[src/rtl/pcm_to_i2s_pkg.sv]
// Shared constants for the I2S path: PCM word width and channel slot length,
// so receiver, transmitter and the top-level WS divider agree on the frame.
package pcm_to_i2s_pkg;

  localparam int NUMBER_OF_BITS = 8;
  localparam int SLOT_BITS      = 16;

  // Clock cycles in one stereo frame (left slot + right slot).
  function automatic int frame_cycles(input int slot_bits);
    return 2 * slot_bits;
  endfunction

endpackage

[src/rtl/i2s_tx_slot_counter.sv]
// Frame position counter for the I2S transmitter. Presents the word-select
// level and slot position of the cycle that starts at the next edge, plus the
// wrap pulse marking the edge where a new frame begins and words are loaded.
module i2s_tx_slot_counter #(
  parameter int SLOT_BITS = pcm_to_i2s_pkg::SLOT_BITS,
  parameter int T_W       = $clog2(pcm_to_i2s_pkg::frame_cycles(SLOT_BITS))
) (
  input  logic           clk,
  input  logic           reset,
  input  logic           en,
  output logic           ws_next,
  output logic [T_W-1:0] s_next,
  output logic           wrap
);

  localparam int             FRAME  = pcm_to_i2s_pkg::frame_cycles(SLOT_BITS);
  localparam logic [T_W-1:0] T_LAST = T_W'(FRAME - 1);
  localparam logic [T_W-1:0] T_SLOT = T_W'(SLOT_BITS);

  logic [T_W-1:0] t;
  logic [T_W-1:0] t_next;

  // The load edge only exists while transmitting; a disabled block never wraps.
  assign wrap = en && (t == T_LAST);

  // Next frame position: hold at 0 while disabled, wrap at end of frame.
  always_comb begin
    t_next = t + 1'b1;
    if (!en || wrap) begin
      t_next = '0;
    end
  end

  // Frame position register.
  always_ff @(posedge clk) begin
    if (reset) begin
      t <= '0;
    end else begin
      t <= t_next;
    end
  end

  // Channel and in-slot position of the upcoming cycle.
  always_comb begin
    ws_next = (t_next >= T_SLOT);
    s_next  = ws_next ? (t_next - T_SLOT) : t_next;
  end

endmodule

[src/rtl/pcm_to_i2s.sv]
// Stereo PCM to I2S transmitter. A one-entry holding register takes left/right
// pairs; at each frame boundary the held pair moves into two shift words that
// are sent MSB first, one bit clock after each WS edge.
//
// Handshake: a pair is accepted on any posedge where in_valid && in_ready;
// in_ready is high exactly when the holding register is empty, and in_valid
// may be withdrawn at any time without anything being latched.
module pcm_to_i2s #(
  parameter int NUMBER_OF_BITS = pcm_to_i2s_pkg::NUMBER_OF_BITS,
  parameter int SLOT_BITS      = pcm_to_i2s_pkg::SLOT_BITS
) (
  input  logic                      clk,
  input  logic                      reset,
  input  logic                      en,
  input  logic                      in_valid,
  output logic                      in_ready,
  input  logic [NUMBER_OF_BITS-1:0] in_left,
  input  logic [NUMBER_OF_BITS-1:0] in_right,
  output logic                      ws_out,
  output logic                      sd_out,
  output logic                      underflow
);

  localparam int             T_W    = $clog2(pcm_to_i2s_pkg::frame_cycles(SLOT_BITS));
  localparam logic [T_W-1:0] S_LAST = T_W'(NUMBER_OF_BITS);

  // A slot must hold the one-cycle gap plus every data bit.
  if (SLOT_BITS < NUMBER_OF_BITS + 1) begin : g_bad_slot
    $error("pcm_to_i2s: SLOT_BITS must be at least NUMBER_OF_BITS+1");
  end

  logic                      ws_next;
  logic [T_W-1:0]            s_next;
  logic                      wrap;
  logic                      full;
  logic                      accept;
  logic [NUMBER_OF_BITS-1:0] hold_left;
  logic [NUMBER_OF_BITS-1:0] hold_right;
  logic [NUMBER_OF_BITS-1:0] left_word;
  logic [NUMBER_OF_BITS-1:0] right_word;
  logic                      data_slot;

  i2s_tx_slot_counter #(
    .SLOT_BITS (SLOT_BITS),
    .T_W       (T_W)
  ) u_slot_counter (
    .clk     (clk),
    .reset   (reset),
    .en      (en),
    .ws_next (ws_next),
    .s_next  (s_next),
    .wrap    (wrap)
  );

  assign in_ready  = !full;
  assign accept    = in_valid && !full;
  assign data_slot = (s_next != '0) && (s_next <= S_LAST);

  // Holding register. On a load edge the held pair is consumed; a pair
  // accepted on that same edge found the register empty and stays for the
  // following frame.
  always_ff @(posedge clk) begin
    if (reset) begin
      full       <= 1'b0;
      hold_left  <= '0;
      hold_right <= '0;
    end else begin
      if (accept) begin
        hold_left  <= in_left;
        hold_right <= in_right;
      end
      if (wrap) begin
        full <= accept;
      end else if (accept) begin
        full <= 1'b1;
      end
    end
  end

  // Shift words and registered line outputs for the upcoming cycle.
  always_ff @(posedge clk) begin
    if (reset) begin
      ws_out     <= 1'b0;
      sd_out     <= 1'b0;
      underflow  <= 1'b0;
      left_word  <= '0;
      right_word <= '0;
    end else if (!en) begin
      ws_out     <= 1'b0;
      sd_out     <= 1'b0;
      underflow  <= 1'b0;
      left_word  <= '0;
      right_word <= '0;
    end else begin
      ws_out    <= ws_next;
      sd_out    <= 1'b0;
      underflow <= wrap && !full;
      if (wrap) begin
        left_word  <= full ? hold_left  : '0;
        right_word <= full ? hold_right : '0;
      end else if (data_slot) begin
        if (ws_next) begin
          sd_out     <= right_word[NUMBER_OF_BITS-1];
          right_word <= right_word << 1;
        end else begin
          sd_out    <= left_word[NUMBER_OF_BITS-1];
          left_word <= left_word << 1;
        end
      end
    end
  end

endmodule
[config.mk]
export PLATFORM = sky130hd
export DESIGN_NAME = pcm_to_i2s
export DESIGN_NICKNAME = d
export VERILOG_FILES = /design/src/rtl/pcm_to_i2s_pkg.sv /design/src/rtl/i2s_tx_slot_counter.sv /design/src/rtl/pcm_to_i2s.sv
export SDC_FILE = /design/constraint.sdc
export NUM_CORES = 1
export LEC_CHECK = 0
export BUFFER_PORTS_ARGS = -buffer_cell sky130_fd_sc_hd__buf_4
export CORE_ASPECT_RATIO = 1.1
export CORE_MARGIN = 3
export CORE_UTILIZATION = 51
export CTS_CLUSTER_SIZE = 8
export DETAILED_ROUTE_END_ITERATION = 7
export GPL_TIMING_DRIVEN = 0
export HOLD_SLACK_MARGIN = 0.12
export MAX_ROUTING_LAYER = met4
export PLACE_DENSITY = 0.73
export SLEW_MARGIN = 20
export SYNTH_ARGS = -nofsm -noshare
export SYNTH_HDL_FRONTEND = slang
export SYNTH_SLANG_ARGS = --single-unit
[constraint.sdc]
create_clock -name clk -period 2.4 [get_ports clk]
set_clock_uncertainty 0.05 [all_clocks]
set_input_delay 0.24 -clock clk [delete_from_list [all_inputs] [get_ports clk]]
set_output_delay 0.24 -clock clk [all_outputs]
set_load 0.02 [all_outputs]
-- Word-level counts from Yosys, hierarchy flattened
Index checks and enable logic that the tools add are counted.
- magnitude comparators: 2
- equality and inequality tests: 2
- bitwise gates (word level): 2
- divide/modulo/power cells: 0
- add/subtract/negate cells: 2
- multiplexer cells: 13
- reductions and logical operators: 15
- $mul: 0
- shifts and indexed selects: 0
- operators by type and width (cell ; count):
    $mux 8 ; 8
    $mux 5 ; 2
    $reduce_bool 2->1 ; 3
    $add 5x1->5 const B ; 1
    $eq 5x5->1 const B ; 1
    $ge 5x5->1 const B ; 1
    $le 5x4->1 const B ; 1
    $reduce_bool 5->1 ; 1
    $sub 5x5->5 const B ; 1
    $logic_and 1x1->1 ; 4
    $reduce_and 2->1 ; 2
    $reduce_or 4->1 ; 1
    $mux 1 ; 3
    $logic_not 1->1 ; 2
    $ne 2x1->1 const B ; 1
    $not 1->1 ; 2
    $reduce_or 2->1 ; 1
    $logic_or 1x1->1 ; 1
- memories kept: 0
- logic and storage cells: 45
- bits in latches: 0
- memory bits (writable): 0
- bits of input ports: 20
- output and inout bits: 4
- memory bits (read-only): 0
- register bits: 41

-- Logic depth before layout (Yosys ltp)
Gate-level depths: netlist (run 1).
- word-level depth: 10
- mapped depth: 10
- gate-level depth less buffers: 8

-- Modules after synthesis
From an unflattened synthesis (run 1), not the netlist that was laid out.
- cells, all modules: 222
- area total of the unflattened synthesis: 1925.6 um^2
- by module, submodules not included (module ; seq. area each (um^2) ; area each (um^2) ; cells an instance ; instances):
    pcm_to_i2s ; 720.7 ; 1647.8 ; 191 ; 1
    i2s_tx_slot_counter ; 100.1 ; 277.8 ; 31 ; 1

-- Worst setup path after synthesis (run 1)
OpenSTA, ideal clock, no wires.
- path kind: register -> register
- start point: reg u_slot_counter.t[0]
- end point: reg right_word[5]
- stages on the path, launching flop included: 11
- data required time: 2207 ps
- clock period less this slack: 2335 ps
- arrival time: 2142 ps
- path slack: 65 ps
- path buffers: 2
- setup time: 143 ps
- cells stage by stage: dfxtp_1 ha_1 and3_2 ha_1 buf_2 nor3b_1 a311oi_1 o211ai_2 buf_6 nor2_2 a211oi_2
- cells in the longest elaborated chain, start to end: 10
- elaborated cells between the ends (all ways): 15
- those cells by class: 2 x add/sub; 2 x order compare; 1 x eq/ne; 3 x mux; 7 x reduce/logical
- ends and longest elaborated chain (element ; line ; source):
    from (decl) ; i2s_tx_slot_counter.sv:20 ; logic [T_W-1:0] t;
    from (signal assigned) ; i2s_tx_slot_counter.sv:39 ; t <= t_next;
    parallel branches: the longest is 10 deep, another holds $add 5x1->5 ; - ;
    to (signal assigned) ; pcm_to_i2s.sv:100 ; right_word <= full ? hold_right : '0;
    to (signal assigned) ; pcm_to_i2s.sv:104 ; right_word <= right_word << 1;
    to (decl) ; pcm_to_i2s.sv:40 ; logic [NUMBER_OF_BITS-1:0] right_word;
Parallel ways; which one is timed is not known.
A chain may end at the register's enable or synchronous reset.

-- Final worst setup path (run 1)
- start point: reg u_slot_counter.t[0]
- end point: reg right_word[3]
The elaborated chain is that of the path after synthesis.

==> impl_metrics.toml, run 1 <==
[status]
status = "complete, no violations"

[timing]
hold_violations = 0
relSlewSlack = 0.6002
slew_violations = 0
fin_crit_ns = 2.285
max_freq_ghz = 0.4377
fin_crit_sh = 0.9519
setup_tns_ns = 0
timing.hold.ws_ns = 0.2009
tightest_slew_ns = 0.5997
finalSetupViolCount = 0

[cells_and_area]
final_util = 0.6999
finalInstanceArea_um2 = 2427
register_area_um2 = 828.3
fillers = 313
multi_input_area_um2 = 1022
nets = 303
syn_to_final_growth_pct = 26.96
n_antenna_cell = 0
drive_gt1_frac = 0.2278

[cts]
cts.sinks = 41
clk_latency_ns = 0.35
clk_pin_slew_worst_paths_ns = 0.11
cts_tree = "done"
cts_max_path_buffers = 2
cts-buffers-inserted = 5
cts_htree_levels = 2
cts_root_buf = "clkbuf_4"

[hold_path]
min-delay-start = "en"
min_delay_worst_endpoint = "u_slot_counter.t[3]$_SDFF_PP0_"
hold_depth = 3
worstHoldPathType = "in2reg"

[global_route]
overflow = 0
grt_antenna_before_repair = 0
grt_pass1_wl_mm = 7.576
grt_max_degree = 13
grtUsageTotal = 0.2172
grt_pass1_vias = 1637

[place]
numPortBuffers = 23
hpwl_mm = 2.861
gp_congestion = 0.7922
place_area_um2 = 2145

[drt]
num_vias = 1738
drtIter0Drc = 84
viasPerCell = 5.283
drc_errors = 0
routed_wl_mm = 4.335
wl_per_cell_um = 13.18
ant_nets = 0
dr.pass1.iters = 4

[yosys]
synth_ff_type = "dfxtp_1"
synth_nets = 253
netlist.top_cell.by_area = "dfxtp_1"
synth_top_area_frac = 0.4293
netlist_top_cells_count = "nand2_1, dfxtp_1, a21oi_1, nor2_1, clkbuf_1"
netlist_area_um2 = 1912
ys_seq_area_frac = 0.4293
synth-seq-cells = 41
synthCells = 231
synthDistinctLibCells = 42
synth_edf_count = 0
synth.avg_cell_area_um2 = 8.276
synth_most_common_cell = "nand2_1"
async_reset_ff_frac = 0
ys_top_cells_by_area = "dfxtp_1, nand2_1, a21oi_1"
yosys_warnings = 0

[critical_path]
cp_max_fo = 10
start_kind = "register"
r2r_start = "u_slot_counter.t[0]$_SDFF_PP0_"
worstReg2RegEnd = "right_word[3]$_SDFFE_PP0P_"
worstRegToRegCells = 10
critPathKind = "reg2reg"
critPathRequiredTime_ns = 2.57
cp-end-kind = "register"
cp.arrival_ns = 2.46
ff2ff_setup_slack_ns = 0.12

[pwr]
power.density_nw_per_um2 = 486.9
internal_power_mw = 0.8788
combinationalPowerShare = 0.124
power.share.switching = 0.2564
total_power_mw = 1.182
clock_power_share = 0.277
p_leak_nw = 0.9097
ir_drop_mv = 0.4322
p_seq_frac = 0.599
p_switching_mw = 0.3030

[die]
dieArea_um2 = 4520
fp-row-count = 22
fp.coreArea_um2 = 3468
die_h_um = 70.22
die_x_um = 64.38
ios = 24
initial_core_util = 0.5512

[job]
cap_viol_max_count = 0
## cell families after synthesis
logic type / count (synthesis) / synth area share
compound gates: 66 / 0.2618
xor+xnor: 3 / 0.01375
fa+ha+maj: 2 / 0.01309
buf+inv: 21 / 0.04646
flops: 41 / 0.4293
mux: 1 / 0.005236
simple gates: 97 / 0.2304
## per-stage QoR
step | setup WS, ns | cells
2_1_floorplan | 0.06520 | 231
3_3_place_gp | -0.1439 | 302
3_5_place_dp | -0.1649 | 302
4_1_cts | 0.007280 | 326
5_1_grt | -0.0005675 | 329
6_report | 0.1155 | 329
## placed cells by master, fill, tap and decap left out, types with 3 or more instances in the layout
| master | n |
|---|---|
| nand2_1 | 44 |
| dfxtp_1 | 39 |
| a21oi_1 | 27 |
| buf_4 | 26 |
| nor2_1 | 22 |
| dlygate4sd3_1 | 16 |
| clkbuf_1 | 13 |
| a31oi_1 | 8 |
| and3_1 | 7 |
| a211oi_2 | 7 |
| a21boi_0 | 6 |
| nor3_1 | 5 |
| nor2_2 | 5 |
| o32ai_1 | 5 |
| clkbuf_4 | 5 |
| nor2b_1 | 4 |
| inv_1 | 3 |
| buf_6 | 3 |
| o211ai_1 | 3 |
## worst max path at each step
stage	start	end
after floorplan	u_slot_counter.t[0]$_SDFF_PP0_	right_word[5]$_SDFFE_PP0P_
after global placement	u_slot_counter.t[0]$_SDFF_PP0_	right_word[6]$_SDFFE_PP0P_
after detailed placement	u_slot_counter.t[0]$_SDFF_PP0_	right_word[7]$_SDFFE_PP0P_
after CTS	u_slot_counter.t[1]$_SDFF_PP0_	left_word[6]$_SDFFE_PP0P_
after global routing	u_slot_counter.t[0]$_SDFF_PP0_	sd_out$_SDFF_PP0_
final	u_slot_counter.t[0]$_SDFF_PP0_	right_word[3]$_SDFFE_PP0P_
## flip-flops by register name, summed over array words and instances (netlist names)
register	flops
full	1
hold_left	8
hold_right	8
left_word	8
right_word	8
sd_out	1
u_slot_counter.t	5
underflow	1
ws_out	1
## worst max-delay path, cell delays in order (launching register included)
cell and delay (ns):
dfxtp_4 0.36, ha_2 0.20, and3_2 0.23, ha_4 0.22, buf_6 0.14, nor3b_1 0.13, a311oi_1 0.30, o211ai_2 0.18
buf_6 0.17, nor2_1 0.12, a211oi_2 0.06
## repair_timing
item | in CTS | in global routing
cloned | 0 | 1
setup buffers | 1 | 2
gates resized for setup | 3 | 13
pin swaps | 2 | 2
endpoints found under the hold margin | 16 | 0
hold buffers | 16 | 0
setup endpoints to repair | 9 | 19
## final cells by class
cell class | instances | share of cell area
multi-input combinational | 169 | 0.4211
sequential | 41 | 0.3412
timing repair buffer | 43 | 0.1510
buffer | 17 | 0.03351
tap | 48 | 0.02474
clock buffer | 6 | 0.01701
inverter | 4 | 0.007732
clock inverter | 1 | 0.003608
## power groups by stage
stage / logic [mW] / clock network (mW) / registers, mW
5_1_grt: 0.164 / 0.371 / 0.710
4_1_cts: 0.141 / 0.341 / 0.711
3_5_place_dp: 0.119 / 0 / 0.726
3_3_place_gp: 0.118 / 0 / 0.726
6_report: 0.146 / 0.328 / 0.708
2_1_floorplan: 0.0742 / 0 / 0.723
## routing by layer
layer / share of wire / track usage / vias to the layer above
li1: - / - / 904
met1: 0.46 / 0.2803 / 794
met2: 0.48 / 0.3360 / 34
met3: 0.039 / 0.05466 / 6
met4: 0.013 / 0.06338 / 0
met5: 0 / - / -
No activity file was read; power rests on OpenSTA's default activity.
==> run 2, diff against run 1 <==
- RECOVER_POWER: unset -> 25
==> run 2 against run 1 <==
Net effect:
- worst hold slack unchanged
- global-route usage unchanged
- die area unchanged
- flip-flop and latch count unchanged
==> impl_metrics.toml, run 2 (same netlist as run 1, synthesis figures left out) <==
[drt]
drc_errors = 0
ant_nets = 0
wl_per_cell_um = 13.17
drtIter0Drc = 84
routed_wl_mm = 4.333
dr.pass1.iters = 4
num_vias = 1738
viasPerCell = 5.283

[cts]
cts.sinks = 41
cts_htree_levels = 2
cts_tree = "done"
clk_pin_slew_worst_paths_ns = 0.11
cts_root_buf = "clkbuf_4"
cts-buffers-inserted = 5
clk_latency_ns = 0.35
cts_max_path_buffers = 2

[timing]
tightest_slew_ns = 0.5990
hold_violations = 0
fin_crit_ns = 2.283
max_freq_ghz = 0.4380
relSlewSlack = 0.6007
timing.hold.ws_ns = 0.2009
finalSetupViolCount = 0
slew_violations = 0
fin_crit_sh = 0.9513

[place]
place_area_um2 = 2145
dp_cells = 302
gp_congestion = 0.7922
hpwl_mm = 2.861
numPortBuffers = 23

[pwr]
total_power_mw = 1.181
ir_drop_mv = 0.4322
power.density_nw_per_um2 = 489.4
p_leak_nw = 0.8936

[cells_and_area]
syn_to_final_growth_pct = 26.18
finalInstanceArea_um2 = 2412
final_common_cell = "nand2_1"
drive_gt1_frac = 0.2135
n_antenna_cell = 0
final_cell_mix = "nand2_1, dfxtp_1, a21oi_1"
final_util = 0.6955
nets = 303
finalNonFillerCells = 329
fillers = 314

[status]
status = "complete, no violations"

[global_route]
overflow = 0
grt_pass1_wl_mm = 7.576
grt_pass1_vias = 1637
grt_antenna_before_repair = 0
grtUsageTotal = 0.2172
grt_max_degree = 13

[die]
die_x_um = 64.38
fp.coreArea_um2 = 3468
fp-row-count = 22
ios = 24
initial_core_util = 0.5512
dieArea_um2 = 4520
die_h_um = 70.22

[critical_path]
start_kind = "register"
cp_max_fo = 10
cp.arrival_ns = 2.45
cp-end-kind = "register"
critPathKind = "reg2reg"
critPathRequiredTime_ns = 2.57
r2r_start = "u_slot_counter.t[0]$_SDFF_PP0_"
timing.critical_path.from = "u_slot_counter.t[0]$_SDFF_PP0_"

[job]
cap_viol_max_count = 0

[hold_path]
worstHoldPathType = "in2reg"
min-delay-start = "en"
## run 2: cell count changes in the layout (fill, tap and decap cells not counted)
cell,delta
clkbuf_1,+4
buf_4,-4
## run 2: area by class of cell
type / count / area [µm²] / share of cell area
inverter: 4 / 18.77 / 0.007780
timing repair buffer: 43 / 351.6 / 0.1457
sequential: 41 / 828.3 / 0.3434
clock buffer: 6 / 41.29 / 0.01712
multi-input combinational: 169 / 1022 / 0.4238
tap: 48 / 60.06 / 0.02490
buffer: 17 / 81.33 / 0.03371
clock inverter: 1 / 8.758 / 0.003631
## run 2: what timing repair did
item,CTS,global route
pin swaps,2,2
hold buffers,16,0
endpoints found under the setup margin,9,19
buffers inserted,1,2
endpoints found under the hold margin,16,0
gates cloned,0,1
resized for setup,3,13
## run 2: worst paths after layout
path,slack (ns),cells past startpoint,end
worst max-delay path,0.12,10,right_word[3]$_SDFFE_PP0P_
worst max register to register,0.12,10,right_word[3]$_SDFFE_PP0P_
worst min-delay path,0.20,3,u_slot_counter.t[3]$_SDFF_PP0_
worst min register to register,0.37,1,u_slot_counter.t[0]$_SDFF_PP0_
## run 2: critical path, cell delays in order (launching register included)
cell and delay (ns):
dfxtp_4 0.36, ha_2 0.20, and3_2 0.23, ha_4 0.22, buf_6 0.14, nor3b_1 0.13, a311oi_1 0.30, o211ai_2 0.18
buf_6 0.16, nor2_1 0.12, a211oi_2 0.06
## run 2: where the power goes
| group | internal, mW | leakage (nW) | switching, mW | total (mW) |
|---|---|---|---|---|
| logic | 0.0678 | 0.531 | 0.0773 | 0.145 |
| clock network | 0.111 | 0.0283 | 0.216 | 0.328 |
| registers | 0.698 | 0.335 | 0.00947 | 0.708 |
## run 2: stage by stage
stage	TNS [ns]	setup WS (ns)
floorplan	0	0.06520
global placement	-0.8609	-0.1439
detailed placement	-1.072	-0.1649
CTS	0	0.007280
global route	-0.0006777	-0.0005675
finish	0	0.1168
## run 2: routing by layer
layer	up-vias	GRT usage	part of all wire
met5	-	-	0
li1	903	-	-
met2	34	0.3360	0.48
met4	0	0.06338	0.013
met1	795	0.2803	0.46
met3	6	0.05466	0.040
